===== config.mk =====
export PLATFORM = sky130hd
export DESIGN_NAME = gpioemu_host_master
export DESIGN_NICKNAME = d
export VERILOG_FILES = /design/src/rtl/gpioemu_host_master.sv
export SDC_FILE = /design/constraint.sdc
export NUM_CORES = 1
export LEC_CHECK = 0
export BUFFER_PORTS_ARGS = -buffer_cell sky130_fd_sc_hd__buf_2
export CAP_MARGIN = 20
export CORE_AREA = 2 2 113 125
export CTS_CLUSTER_DIAMETER = 60
export DETAILED_ROUTE_END_ITERATION = 12
export DIE_AREA = 0 0 115 127
export PLACE_DENSITY = 0.84
export SLEW_MARGIN = 10
export SYNTH_ARGS = -nofsm -noshare
export SYNTH_HDL_FRONTEND = slang
export SYNTH_SLANG_ARGS = --single-unit

===== constraint.sdc =====
create_clock -name clk -period 2.3 [get_ports clk]
set_clock_uncertainty 0.2 [all_clocks]
set_input_delay 0.575 -clock clk [delete_from_list [all_inputs] [get_ports clk]]
set_output_delay 0.575 -clock clk [all_outputs]
set_load 0.02 [all_outputs]

===== src/rtl/gpioemu_host_master.sv =====
// gpioemu_host_master: bus initiator that runs one multiply job on the gpioemu slave port
// (write A1/A2/start, poll status, read W and L) and returns the result over valid/ready.
module gpioemu_host_master #(
    parameter logic [15:0] ADDR_A1    = 16'h0380,
    parameter logic [15:0] ADDR_A2    = 16'h0388,
    parameter logic [15:0] ADDR_W     = 16'h0390,
    parameter logic [15:0] ADDR_L     = 16'h0398,
    parameter logic [15:0] ADDR_CTRL  = 16'h03A0,
    parameter int          STROBE_CYC = 2,
    parameter int          GAP_CYC    = 2,
    parameter int          POLL_LIMIT = 255
) (
    input  logic        clk,
    input  logic        n_reset,
    input  logic        job_valid,
    output logic        job_ready,
    input  logic [23:0] job_a1,
    input  logic [23:0] job_a2,
    output logic        res_valid,
    input  logic        res_ready,
    output logic [31:0] res_w,
    output logic [23:0] res_l,
    output logic        res_timeout,
    output logic        busy,
    output logic [15:0] saddress,
    output logic        srd,
    output logic        swr,
    output logic [31:0] sdata_out,
    input  logic [31:0] sdata_in
);
    localparam logic [2:0] S_IDLE = 3'd0, S_WR_A1 = 3'd1, S_WR_A2 = 3'd2, S_WR_CTRL = 3'd3,
                           S_POLL = 3'd4, S_RD_W = 3'd5, S_RD_L = 3'd6, S_RESP = 3'd7;
    localparam logic [1:0] P_SETUP = 2'd0, P_STROBE = 2'd1, P_HOLD = 2'd2, P_GAP = 2'd3;

    logic [2:0]  r_state;
    logic [1:0]  r_ph;
    logic [7:0]  r_cnt;
    logic [15:0] r_polls;
    logic [23:0] r_a1, r_a2, r_res_l;
    logic [31:0] r_res_w;
    logic        r_timeout;

    logic        w_access, w_act, w_is_wr, w_done;
    logic [15:0] w_addr, w_poll_next;
    logic [31:0] w_wdata;
    logic [2:0]  w_next;

    assign w_access    = r_state != S_IDLE && r_state != S_RESP;
    assign w_act       = w_access && r_ph != P_GAP;
    assign w_is_wr     = r_state == S_WR_A1 || r_state == S_WR_A2 || r_state == S_WR_CTRL;
    assign w_done      = sdata_in[1:0] == 2'b11;
    assign w_poll_next = r_polls + 16'd1;

    always_comb begin
        w_addr  = r_state == S_WR_A1 ? ADDR_A1 :
                  r_state == S_WR_A2 ? ADDR_A2 :
                  r_state == S_RD_W  ? ADDR_W  :
                  r_state == S_RD_L  ? ADDR_L  : ADDR_CTRL;
        w_wdata = r_state == S_WR_A1 ? {8'h0, r_a1} :
                  r_state == S_WR_A2 ? {8'h0, r_a2} : 32'h1;
        w_next  = r_state == S_WR_A1   ? S_WR_A2 :
                  r_state == S_WR_A2   ? S_WR_CTRL :
                  r_state == S_WR_CTRL ? S_POLL :
                  r_state == S_RD_W    ? S_RD_L :
                  r_state == S_RD_L    ? S_RESP :
                  w_done               ? S_RD_W :
                  w_poll_next == 16'(POLL_LIMIT) ? S_RESP : S_POLL;
    end

    always_ff @(posedge clk) begin
        if (!n_reset) begin
            r_state   <= S_IDLE;
            r_ph      <= P_SETUP;
            r_cnt     <= '0;
            r_polls   <= '0;
            r_a1      <= '0;
            r_a2      <= '0;
            r_res_w   <= '0;
            r_res_l   <= '0;
            r_timeout <= 1'b0;
        end else if (r_state == S_IDLE) begin
            if (job_valid) begin
                r_a1    <= job_a1;
                r_a2    <= job_a2;
                r_polls <= '0;
                r_ph    <= P_SETUP;
                r_state <= S_WR_A1;
            end
        end else if (r_state == S_RESP) begin
            if (res_ready) r_state <= S_IDLE;
        end else begin
            case (r_ph)
                P_SETUP: begin
                    r_ph  <= P_STROBE;
                    r_cnt <= '0;
                end
                P_STROBE: begin
                    if (r_cnt == 8'(STROBE_CYC - 1)) r_ph <= P_HOLD;
                    else r_cnt <= r_cnt + 8'd1;
                end
                P_HOLD: begin
                    // Last access of a job goes straight to RESP; no trailing gap.
                    r_state <= w_next;
                    r_ph    <= (GAP_CYC == 0) ? P_SETUP : P_GAP;
                    r_cnt   <= '0;
                    if (r_state == S_POLL) r_polls <= w_poll_next;
                    if (r_state == S_POLL && w_next == S_RESP) begin
                        r_res_w   <= '0;
                        r_res_l   <= '0;
                        r_timeout <= 1'b1;
                    end
                    if (r_state == S_RD_W) r_res_w <= sdata_in;
                    if (r_state == S_RD_L) begin
                        r_res_l   <= sdata_in[23:0];
                        r_timeout <= 1'b0;
                    end
                end
                default: begin
                    if (r_cnt == 8'(GAP_CYC - 1)) r_ph <= P_SETUP;
                    else r_cnt <= r_cnt + 8'd1;
                end
            endcase
        end
    end

    assign job_ready   = r_state == S_IDLE;
    assign res_valid   = r_state == S_RESP;
    assign busy        = r_state != S_IDLE;
    assign res_w       = r_res_w;
    assign res_l       = r_res_l;
    assign res_timeout = r_timeout;
    assign saddress    = w_act ? w_addr : '0;
    assign sdata_out   = (w_act && w_is_wr) ? w_wdata : '0;
    assign swr         = w_is_wr && r_ph == P_STROBE;
    assign srd         = w_access && !w_is_wr && r_ph == P_STROBE;
endmodule


==> summary.txt, run 1 <==
Setup path
  – Worst r2r src: r_polls[0]
  – CP max stage delay: 0.36 ns
  – Worst R2R Setup Slack: -0.45 ns
  – Crit-path slowest cell: dfxtp_4
  – CP Buf/Inv Count: 3
  – RR Endpoint: res_w[2]
  – Worst setup EP type: flip-flop
  – Critical-path cell list: ha_4 -> and3_4 -> a211o_1 -> a22oi_2 -> o2111ai_4 -> o21a_4 -> o21ai_4 -> buf_12 -> buf_8 -> clkbuf_16 -> o22ai_2
  – WP data arrival: 2.85 ns
  – Delay-heaviest family, CP: compound AO/OA/AOI/OAI gates
  – CP Launch Type: flip-flop
  – Worst-path maximum fanout: 8
  – Setup Crit Path Kind: reg2reg
  – Worst Setup EP: res_w[2]
  – Crit path depth: 11
  – Critical path required time: 2.39 ns
  – Crit. Startpoint: r_polls[0]
  – FF-to-FF path depth: 11

GRT
  – Initial antenna violation count: 0
  – GRT Util Overall: 27.0%
  – Overflow after GRT: 0
  – Vias in the first global route: 6,520
  – First-pass GRT wire length: 31,300 µm
  – Largest net degree at the start of global routing: 50

Status
  – Status: finished, violations left
  – Failing checks: setup timing

Synth
  – Syn Inst Count: 784
  – Avg Inst Size Synth: 7.67 µm²
  – Leading area contributor after synthesis: dfxtp_1
  – Asr flop ratio synth: 0%
  – Seq cells post-synth: 134
  – Synth top area share: 44.6%
  – Number of distinct library cells after synthesis: 53
  – Most used DFF post-synth: dfxtp_1
  – Main area contributors after synthesis: dfxtp_1 (45%), nand2_1 (13%), a21oi_1 (5.6%)
  – Post-synth EDFFs: 0
  – Seq/Total Area, Yosys: 44.6%
  – Synth Cell Area: 6020 µm²
  – Ys Warns: 0

STA
  – Hold slack: 0.168 ns
  – Final setup TNS: -32.88 ns
  – Setup slack after layout: -0.454 ns
  – Final hold vios: 0
  – Final period utilization: 120%
  – Slew Limit Fails: 0
  – Clock period minus worst slack: 2.75 ns
  – Fmax: 363 MHz
  – RSZ-0062 raised after global routing: true
  – Setup Viol. Count Final: 91

Power
  – PD cells: 597 nW/µm²
  – Peak supply drop: 0.653 mV
  – P_leak: 3.93 nW

Die
  – Initial Utilization: 45.5%
  – I/O pin total: 194
  – Die Width: 115 µm
  – Die area: 14,600 µm²
  – Core footprint: 13,200 µm²
  – Die Ht: 127 µm
  – FP Rows: 44

Drt
  – Met3 WL: 1870 µm
  – Remaining DRCs: 0
  – DRT iter0 DRCs: 656
  – DR pass1 iterations: 5
  – Met2 wire len: 11,600 µm
  – Per-cell routed wire length: 18.9 µm
  – M1 WL: 8220 µm
  – Final ANT Viol Nets: 0
  – Vias/cell: 5.74
  – Via count: 6,895
  – WL final: 22,700 µm
  – Top layer in use: met4

Clock network
  – CTS tree: built
  – Clk_lat worst skew: 0.41 ns
  – Register clock-pin slew on the reported worst setup and hold paths: 0.06 ns
  – Clock Sinks: 134
  – Clock tree buffer depth: 2
  – CTS buffer count: 17
  – Clock root buffer: clkbuf_16
  – H-tree levels: 4
  – Hold-fix buffers at CTS: 0

Final layout
  – Storage cell area: 2710 µm²
  – Area of the multi-input gates: 3790 µm²
  – Fillers: 868
  – Nets@finish: 1,123
  – # diodes: 0
  – Final Core Density: 72.3%
  – Area grow syn2layout: 58.8%
  – Ratio of cells with drive above 1 in the final layout: 43.6%
  – Final cell count without fillers: 1,201

Placement
  – Dpl hpwl: 12,200 µm
  – RD Place Congestion: 0.885
  – Number of port buffers: 175
  – Worst slack at placement: -0.295 ns
  – Cells after DPL: 1,137

Hold path
  – Worst Hold Class: in2reg

Job
  – Max_cap viols: 0
routing by layer:
metal / vias to the layer above / GRT usage (%)
li1: 3123 / -
met1: 3272 / 28.5
met2: 412 / 48.4
met3: 88 / 8.68
met4: 0 / 12.0
met5: - / 0
worst reg2reg max path, delay by kind of cell, from the launching register on:
family,cells,cell delay (ns)
DFF,1,0.36
AOI/OAI and AO/OA,6,1.27
and+or+nand+nor,1,0.19
adders and majority gates,1,0.17
buffers and inverters,3,0.45
layout make-up:
type | instances | area share (%)
inverters | 14 | 0.602
clock inverters | 13 | 1.31
well taps | 161 | 2.11
clock buffers | 19 | 4.53
flip-flops and latches | 134 | 28.4
repair buffers | 285 | 23.4
multi-input cells | 575 | 39.7
power breakdown:
group          internal (W)  leakage [nW]  switching, W
logic              0.000291          2.58      0.000413
clock network       0.00150         0.262       0.00108
registers           0.00238          1.09     0.0000409
total               0.00417          3.93       0.00153
per-stage QoR:
stage / total power, W / area [µm²]
final: 0.00570 / 9560
after floorplan: 0.00283 / 6420
after CTS: 0.00568 / 9190
after global routing: 0.00589 / 9560
after global placement: 0.00299 / 7730
after detailed placement: 0.00300 / 7730
Yosys cell counts (all sizes together) (4+ instances only):
library cell and count:
and2 4, dfxtp 134, ha 12, xnor2 8, nand4 9, and3 7
clkbuf 46, a22oi 28, nor2 68, nor4 6, a21oi 67, xor2 5
buf 32, o21ai 30, nand3 12, inv 14, o22ai 46, nand2 211
nor3 8
cells in the final DEF, fill, tap and decap left out, types with 11 or more instances in the layout:
cell / count
a21oi_1: 66
a22oi_1: 22
buf_12: 15
buf_2: 142
buf_4: 84
buf_6: 34
clkbuf_16: 19
conb_1: 18
dfxtp_1: 124
nand2_1: 208
nand3_1: 11
nor2_1: 39
nor2_4: 26
o21ai_0: 18
o22ai_2: 34
repair_timing:
action                                  CTS  global route
pin swaps                                48            34
endpoints found under the hold margin     0             0
gates cloned                              9             2
endpoints found under the setup margin   95            99
buffers inserted                         19            12
resized for setup                       144            85
flip-flops by register name (all words and copies together), names as in the netlist:
signal	flops
res_w	32
r_a1	24
r_a2	24
res_l	24
r_polls	16
r_cnt	8
r_state	3
r_ph	2
res_timeout	1
logic make-up (layout without fill, tap and decap cells):
logic type	Yosys count	in the layout	synth area share, %
mux	2	2	0.333
xor+xnor	13	13	1.89
fa+ha+maj	12	12	2.50
buf+inv	92	331	7.65
flops	134	134	44.6
compound gates	189	189	18.9
simple gates	341	341	24.0
other cells	1	18	0.0623
worst min-delay path by stage:
stage                 startpoint        end  slack (ns)  cells past startpoint
finish              sdata_in[25]  res_w[25]        0.17                      3
global route        sdata_in[25]  res_w[25]        0.17                      3
CTS                 sdata_in[25]  res_w[25]        0.15                      3
detailed placement       r_a2[6]    r_a2[6]        0.25                      2
global placement       res_w[28]  res_w[28]        0.24                      2
floorplan               r_a2[10]   r_a2[10]        0.24                      2
(Power assumes the default switching activity.)
==> run 2: changes to the inputs <==
CORE_AREA = 4 4 115 127   (was 2 2 113 125)
DIE_AREA = 0 0 119 131   (was 0 0 115 127)
PLACE_DENSITY = default   (was 0.84)
PLACE_DENSITY_LB_ADDON = 0.15   (was default)
==> summary.txt, run 2 (synthesis results as in run 1) <==
Placement
  – RD Place Congestion: 0.832 (-6.0%)
  – Post-DP Area: 7790 µm² (+0.86%)
  – Dpl hpwl: 11,800 µm (-3.2%)
  – Worst slack at placement: -0.210 ns (+0.0852 ns)
  – Number of port buffers: 175 (unchanged)

Final layout
  – Fillers: 954 (+9.9%)
  – Largest register FFs: 32 (unchanged)
  – Nets@finish: 1,137 (+1.2%)
  – Ratio of cells with drive above 1 in the final layout: 44.9% (+1.3 points)
  – Final Instance Area: 9730 µm² (+1.9%)
  – # diodes: 0 (unchanged)
  – Commonest non-fill, non-tap cells in the layout: nand2_1 (207), buf_2 (140), dfxtp_1 (124)
  – Most common cell after layout, fill and taps aside: nand2_1
  – Area grow syn2layout: 61.8%

Clock network
  – Clock Sinks: 134 (unchanged)
  – H-tree levels: 4 (unchanged)
  – Clk_lat worst skew: 0.43 ns (+0.02 ns)
  – Clock root buffer: clkbuf_16
  – Register clock-pin slew on the reported worst setup and hold paths: 0.06 ns (about the same)
  – CTS tree: built
  – Clock tree buffer depth: 2 (unchanged)
  – CTS buffer count: 17 (unchanged)
  – Hold-fix buffers at CTS: 0 (unchanged)

STA
  – Slew @ Worst Pin: 0.562 ns
  – Slew Limit Fails: 0 (unchanged)
  – Max-slew headroom: 62.5%
  – Final hold vios: 0 (unchanged)
  – RSZ-0062 raised after global routing: true
  – Hold slack: 0.143 ns (-0.0245 ns)
  – Clock period minus worst slack: 2.82 ns (+0.0674 ns)
  – Setup Viol. Count Final: 88 (-3.3%)
  – Setup slack after layout: -0.521 ns (-0.0674 ns)
  – Fmax: 354 MHz (-2.4%)
  – Final period utilization: 123% (+2.9 points)

Drt
  – Remaining DRCs: 0 (unchanged)
  – DR pass1 iterations: 4 (-1)
  – WL final: 19,200 µm (-15%)
  – Via count: 6,406 (-7.1%)
  – DRT iter0 DRCs: 411 (-37%)
  – Final ANT Viol Nets: 0 (unchanged)
  – Vias/cell: 5.17 (-9.9%)
  – Per-cell routed wire length: 15.5 µm (-18%)

Setup path
  – Crit. Startpoint: r_state[1]
  – Critical path required time: 1.52 ns (-0.87 ns)
  – Setup Crit Path Kind: reg2out
  – Worst r2r src: r_polls[1]
  – CP Launch Type: flip-flop
  – WP data arrival: 2.05 ns (-0.80 ns)
  – Worst-path maximum fanout: 5 (-3)
  – Worst setup EP type: output port

Die
  – Core footprint: 13,300 µm² (+0.42%)
  – Die Width: 119 µm (+3.5%)
  – FP Rows: 44 (unchanged)
  – I/O pin total: 194 (unchanged)
  – Die area: 15,600 µm² (+6.7%)
  – Initial Utilization: 45.4% (-0.19 points)
  – Die Ht: 131 µm (+3.1%)

GRT
  – Vias in the first global route: 6,285 (-3.6%)
  – First-pass GRT wire length: 30,300 µm (-3.2%)
  – Initial antenna violation count: 1 (+1)
  – Overflow after GRT: 0 (unchanged)
  – GRT Util Overall: 24.0% (-3.0 points)
  – Largest net degree at the start of global routing: 50 (unchanged)

Hold path
  – Hold Startpoint: sdata_in[29]
  – Worst Hold Class: in2reg

Power
  – Power share of the clock group: 46.2% (+0.9 points)
  – Tot Pwr: 0.00586 W (+2.7%)
  – Switching power: 0.00152 W (-0.80%)
  – P_leak: 4.00 nW (+1.7%)
  – Switch share: 26.0% (-0.93 points)
  – Register share of total power: 41.3% (-1.1 points)
  – Pint: 0.00434 W (+4.0%)
  – Logic pwr share: 12.5% (+0.2 points)
  – Peak supply drop: 0.461 mV (-29%)
  – PD cells: 602 nW/µm² (+0.86%)

Status
  – Status: finished, violations left
  – Failing checks: setup timing

Job
  – Max_cap viols: 0 (unchanged)
==> run 2: changes by cell type in the layout (fill, tap and decap cells not counted), moves of 6 or more <==
cell,previous run,this run
buf_6,34,41
buf_4,84,91
a22oi_1,22,5
a22oi_2,6,23
o22ai_4,10,4
o22ai_2,34,25
o22ai_1,2,17
==> run 2: layer usage <==
layer | part of all wire [%] | GRT usage (%)
met2 | 50 | 41.9
met4 | 2.3 | 10.6
met3 | 7.0 | 6.28
met1 | 41 | 27.8
met5 | 0.036 | 0
==> run 2: layout make-up <==
cell class | instances | area [µm²] | area share, %
clock buffer | 18 | 439 | 4.51
multi-input combinational | 575 | 3740 | 38.4
sequential | 134 | 2710 | 27.8
tap | 184 | 230 | 2.37
inverter | 14 | 62.6 | 0.643
clock inverter | 14 | 150 | 1.54
timing repair buffer | 299 | 2410 | 24.7
==> run 2: worst max-delay path, stage by stage, from the launching register on <==
cell and delay [ns]:
dfxtp_4 0.40, inv_4 0.06, ha_4 0.16, or2_4 0.26, nor2_4 0.12, nor2_4 0.05
nand2_4 0.10, buf_12 0.12, buf_12 0.12, nor2_1 0.06, buf_4 0.16
==> run 2: power by group through the flow <==
| stage | Sequential [W] | Combinational [W] | Clock, W |
|---|---|---|---|
| 3_3_place_gp | 0.00246 | 0.000543 | 0 |
| 4_1_cts | 0.00242 | 0.000678 | 0.00274 |
| 6_report | 0.00242 | 0.000730 | 0.00271 |
| 5_1_grt | 0.00243 | 0.000789 | 0.00286 |
| 3_5_place_dp | 0.00246 | 0.000544 | 0 |
| 2_1_floorplan | 0.00246 | 0.000369 | 0 |
==> run 2: what timing repair did <==
item,4_1_cts,5_1_grt
gates resized for setup,167,56
pin swaps,54,31
setup buffers,19,15
endpoints found under the setup margin,96,99
cloned,8,3
==> run 2: per-stage QoR <==
step                setup TNS (ns)  utilization [%]  std cells
floorplan                   -0.553                -        801
global placement             -8.07             58.7       1165
detailed placement          -11.12             58.7       1165
CTS                         -25.00             70.7       1224
global route                -34.21             73.4       1238
finish                      -26.67             73.4       1238
==> run 2: path summary, 6_finish.rpt <==
| kind | endpoint | slack, ns | cells after the start |
|---|---|---|---|
| max | sdata_out[2] | -0.52 | 10 |
| min | res_w[29] | 0.14 | 3 |
| max reg2reg | res_w[4] | -0.33 | 12 |
| min reg2reg | r_a2[0] | 0.25 | 2 |
==> run 3: changes to the inputs <==
ABC_AREA = 1   (was default)
CORE_AREA = 4 4 116 130   (was 4 4 115 127)
CTS_CLUSTER_SIZE = 40   (was default)
DIE_AREA = 0 0 120 134   (was 0 0 119 131)
==> summary.txt, run 3 <==
Status
  – Status: finished, violations left
  – Failing checks: setup timing

Synth
  – Post-synth EDFFs: 0 (unchanged)
  – Syn Inst Count: 851 (+8.5%)
  – Avg Inst Size Synth: 7.48 µm² (-2.6%)
  – Leading area contributor after synthesis: dfxtp_1
  – Asr flop ratio synth: 0% (unchanged)
  – Most used DFF post-synth: dfxtp_1
  – Main area contributors after synthesis: dfxtp_1 (42%), nand2_1 (12%), a21oi_1 (10%)
  – Ys Warns: 0 (unchanged)
  – Synth cell count leaders: nand2_1 (201), dfxtp_1 (134), a21oi_1 (133)
  – Seq/Total Area, Yosys: 42.2% (-2.4 points)
  – Synth Cell Area: 6360 µm² (+5.8%)
  – Number of distinct library cells after synthesis: 34 (-36%)
  – Most common cell in the synthesized netlist: nand2_1
  – Seq cells post-synth: 134 (unchanged)
  – Synth top area share: 42.2% (-2.4 points)

Drt
  – Per-cell routed wire length: 16.5 µm (+6.4%)
  – Final ANT Viol Nets: 0 (unchanged)
  – WL final: 21,400 µm (+12%)
  – DR pass1 iterations: 4 (unchanged)
  – Via count: 6,781 (+5.9%)
  – Vias/cell: 5.22 (+0.96%)
  – DRT iter0 DRCs: 463 (+13%)
  – Remaining DRCs: 0 (unchanged)

Setup path
  – Critical path required time: 1.52 ns (about the same)
  – Worst R2R Setup Slack: -0.33 ns (about the same)
  – CP Launch Type: flip-flop
  – CP max stage delay: 0.40 ns (about the same)
  – Worst setup EP type: output port
  – RR Endpoint: res_l[6]
  – WP data arrival: 2.05 ns (about the same)
  – FF-to-FF path depth: 19 (+7)
  – Worst-path maximum fanout: 6 (+1)
  – Setup Crit Path Kind: reg2out
  – Worst r2r src: r_polls[1]
  – Critical-path cell list: inv_4 -> ha_2 -> nand2_2 -> clkinv_4 -> nor2_4 -> nand2_2 -> nand2_4 -> buf_12 -> buf_12 -> nor2_4 -> buf_6
  – Crit-path slowest cell: dfxtp_4

Hold path
  – Hold Startpoint: sdata_in[30]
  – Hold Path End: res_w[30]
  – Worst Hold Class: in2reg
  – WHS Path Cells: 3 (unchanged)

GRT
  – Overflow after GRT: 0 (unchanged)
  – Vias in the first global route: 6,547 (+4.2%)
  – Largest net degree at the start of global routing: 58 (+16%)
  – GRT Util Overall: 24.1% (+0.11 points)
  – Initial antenna violation count: 0 (-1)
  – First-pass GRT wire length: 31,700 µm (+4.6%)

Die
  – FP Rows: 45 (+2.3%)
  – Initial Utilization: 46.5% (+1.2 points)
  – Die Width: 120 µm (+0.84%)
  – I/O pin total: 194 (unchanged)
  – Die area: 16,100 µm² (+3.1%)
  – Core footprint: 13,700 µm² (+3.1%)
  – Die Ht: 134 µm (+2.3%)

Placement
  – Dpl hpwl: 12,300 µm (+3.7%)
  – RD Place Congestion: 0.877 (+5.4%)
  – Number of port buffers: 175 (unchanged)
  – Worst slack at placement: -0.148 ns (+0.0617 ns)

Clock network
  – H-tree levels: 4 (unchanged)
  – Register clock-pin slew on the reported worst setup and hold paths: 0.06 ns (about the same)
  – CTS tree: built
  – Clk_lat worst skew: 0.42 ns (about the same)
  – Clock root buffer: clkbuf_16
  – Hold-fix buffers at CTS: 0 (unchanged)
  – Clock tree buffer depth: 2 (unchanged)
  – CTS buffer count: 17 (unchanged)
  – Clock Sinks: 134 (unchanged)

STA
  – Final period utilization: 123% (+0.23 points)
  – Final hold vios: 0 (unchanged)
  – RSZ-0062 raised after global routing: true
  – Slew Limit Fails: 0 (unchanged)
  – Setup slack after layout: -0.527 ns (-0.00531 ns)
  – Clock period minus worst slack: 2.83 ns (+0.00531 ns)
  – Hold slack: 0.200 ns (+0.0573 ns)
  – Slew @ Worst Pin: 0.517 ns (-0.0447 ns)
  – Fmax: 354 MHz (-0.19%)
  – Setup Viol. Count Final: 91 (+3.4%)
  – Max-slew headroom: 65.5% (+3.0 points)

Final layout
  – Area grow syn2layout: 62.8%
  – Most common cell after layout, fill and taps aside: nand2_1
  – Ratio of cells with drive above 1 in the final layout: 49.4% (+4.5 points)
  – Largest register FFs: 32 (unchanged)
  – Area of the multi-input gates: 4280 µm² (+15%)
  – Nets@finish: 1,193 (+4.9%)
  – Fillers: 975 (+2.2%)
  – Commonest non-fill, non-tap cells in the layout: nand2_1 (187), buf_2 (142), dfxtp_1 (125)
  – # diodes: 0 (unchanged)
  – Storage cell area: 2700 µm² (-0.14%)

Power
  – P_leak: 3.98 nW (-0.49%)
  – Tot Pwr: 0.00810 W (+38%)
  – Peak supply drop: 0.564 mV (+22%)
  – PD cells: 782 nW/µm² (+30%)

Job
  – Max_cap viols: 0 (unchanged)
[run 3: layout make-up]
type                            instances  area share [%]
Tap cell                              188            2.27
Inverter                               47            1.88
Clock inverter                         13            1.85
Clock buffer                           19            4.37
Multi-Input combinational cell        615            41.3
Timing Repair Buffer                  282            22.2
Sequential cell                       134            26.1
[run 3: kinds of logic (layout without fill, tap and decap cells)]
logic type                 count (synthesis)  after routing  share of synthesized area (%)
DFF                                      134            134                           42.2
AOI/OAI and AO/OA                        178            178                           15.3
adders and majority gates                 12             12                           2.36
xor gates and xnor gates                   2              2                          0.275
other                                      1             18                         0.0589
buffers and inverters                    120            361                           9.04
and+or+nand+nor                          404            405                           30.8
[run 3: worst max path at each step]
stage | start | to | slack [ns] | depth (start not counted)
2_1_floorplan | r_state[0] | sdata_out[10] | 0.001 | 10
3_3_place_gp | r_state[0] | sdata_out[20] | -0.15 | 10
3_5_place_dp | r_state[0] | sdata_out[20] | -0.15 | 10
4_1_cts | r_state[0] | sdata_out[14] | -0.50 | 12
5_1_grt | r_state[1] | srd | -0.59 | 10
6_report | r_state[1] | sdata_out[20] | -0.53 | 11
[run 3: through the flow]
| step | cells | utilization (%) | cell area [µm²] | setup TNS, ns |
|---|---|---|---|---|
| floorplan | 868 | - | 6690 | 0 |
| global placement | 1230 | 58.7 | 8030 | -8.61 |
| detailed placement | 1230 | 58.7 | 8030 | -8.73 |
| CTS | 1297 | 71.2 | 9740 | -24.52 |
| global route | 1298 | 75.7 | 10400 | -40.64 |
| finish | 1298 | 75.7 | 10400 | -30.79 |
[run 3: worst max-delay path, delay by kind of cell, from the launching register on]
family,cells,cell delay (ns)
AND/OR/NAND/NOR,5,0.50
flip-flops,1,0.40
buffers and inverters,5,0.54
adder cells (fa/ha/maj),1,0.19
[run 3: power breakdown]
part / total, W / leakage [nW] / switching (W) / internal [W]
combinational: 0.00251 / 2.58 / 0.00149 / 0.00102
sequential: 0.00263 / 1.09 / 0.000132 / 0.00250
clock: 0.00297 / 0.307 / 0.00108 / 0.00189
total: 0.00810 / 3.98 / 0.00270 / 0.00540
[run 3: routing by layer]
metal	track usage, %	vias to the layer above	routed length (µm)
met5	0	-	0
met4	9.23	0	565
met3	6.87	49	1300
met2	42.0	197	11300
met1	27.9	3226	8250
li1	-	3309	-
[run 3: repair_timing]
| item | 4_1_cts | 5_1_grt |
|---|---|---|
| gates cloned | 9 | 1 |
| gates resized for setup | 154 | 136 |
| pin swaps | 29 | 54 |
| setup buffers | 30 | 12 |
| setup endpoints to repair | 89 | 96 |
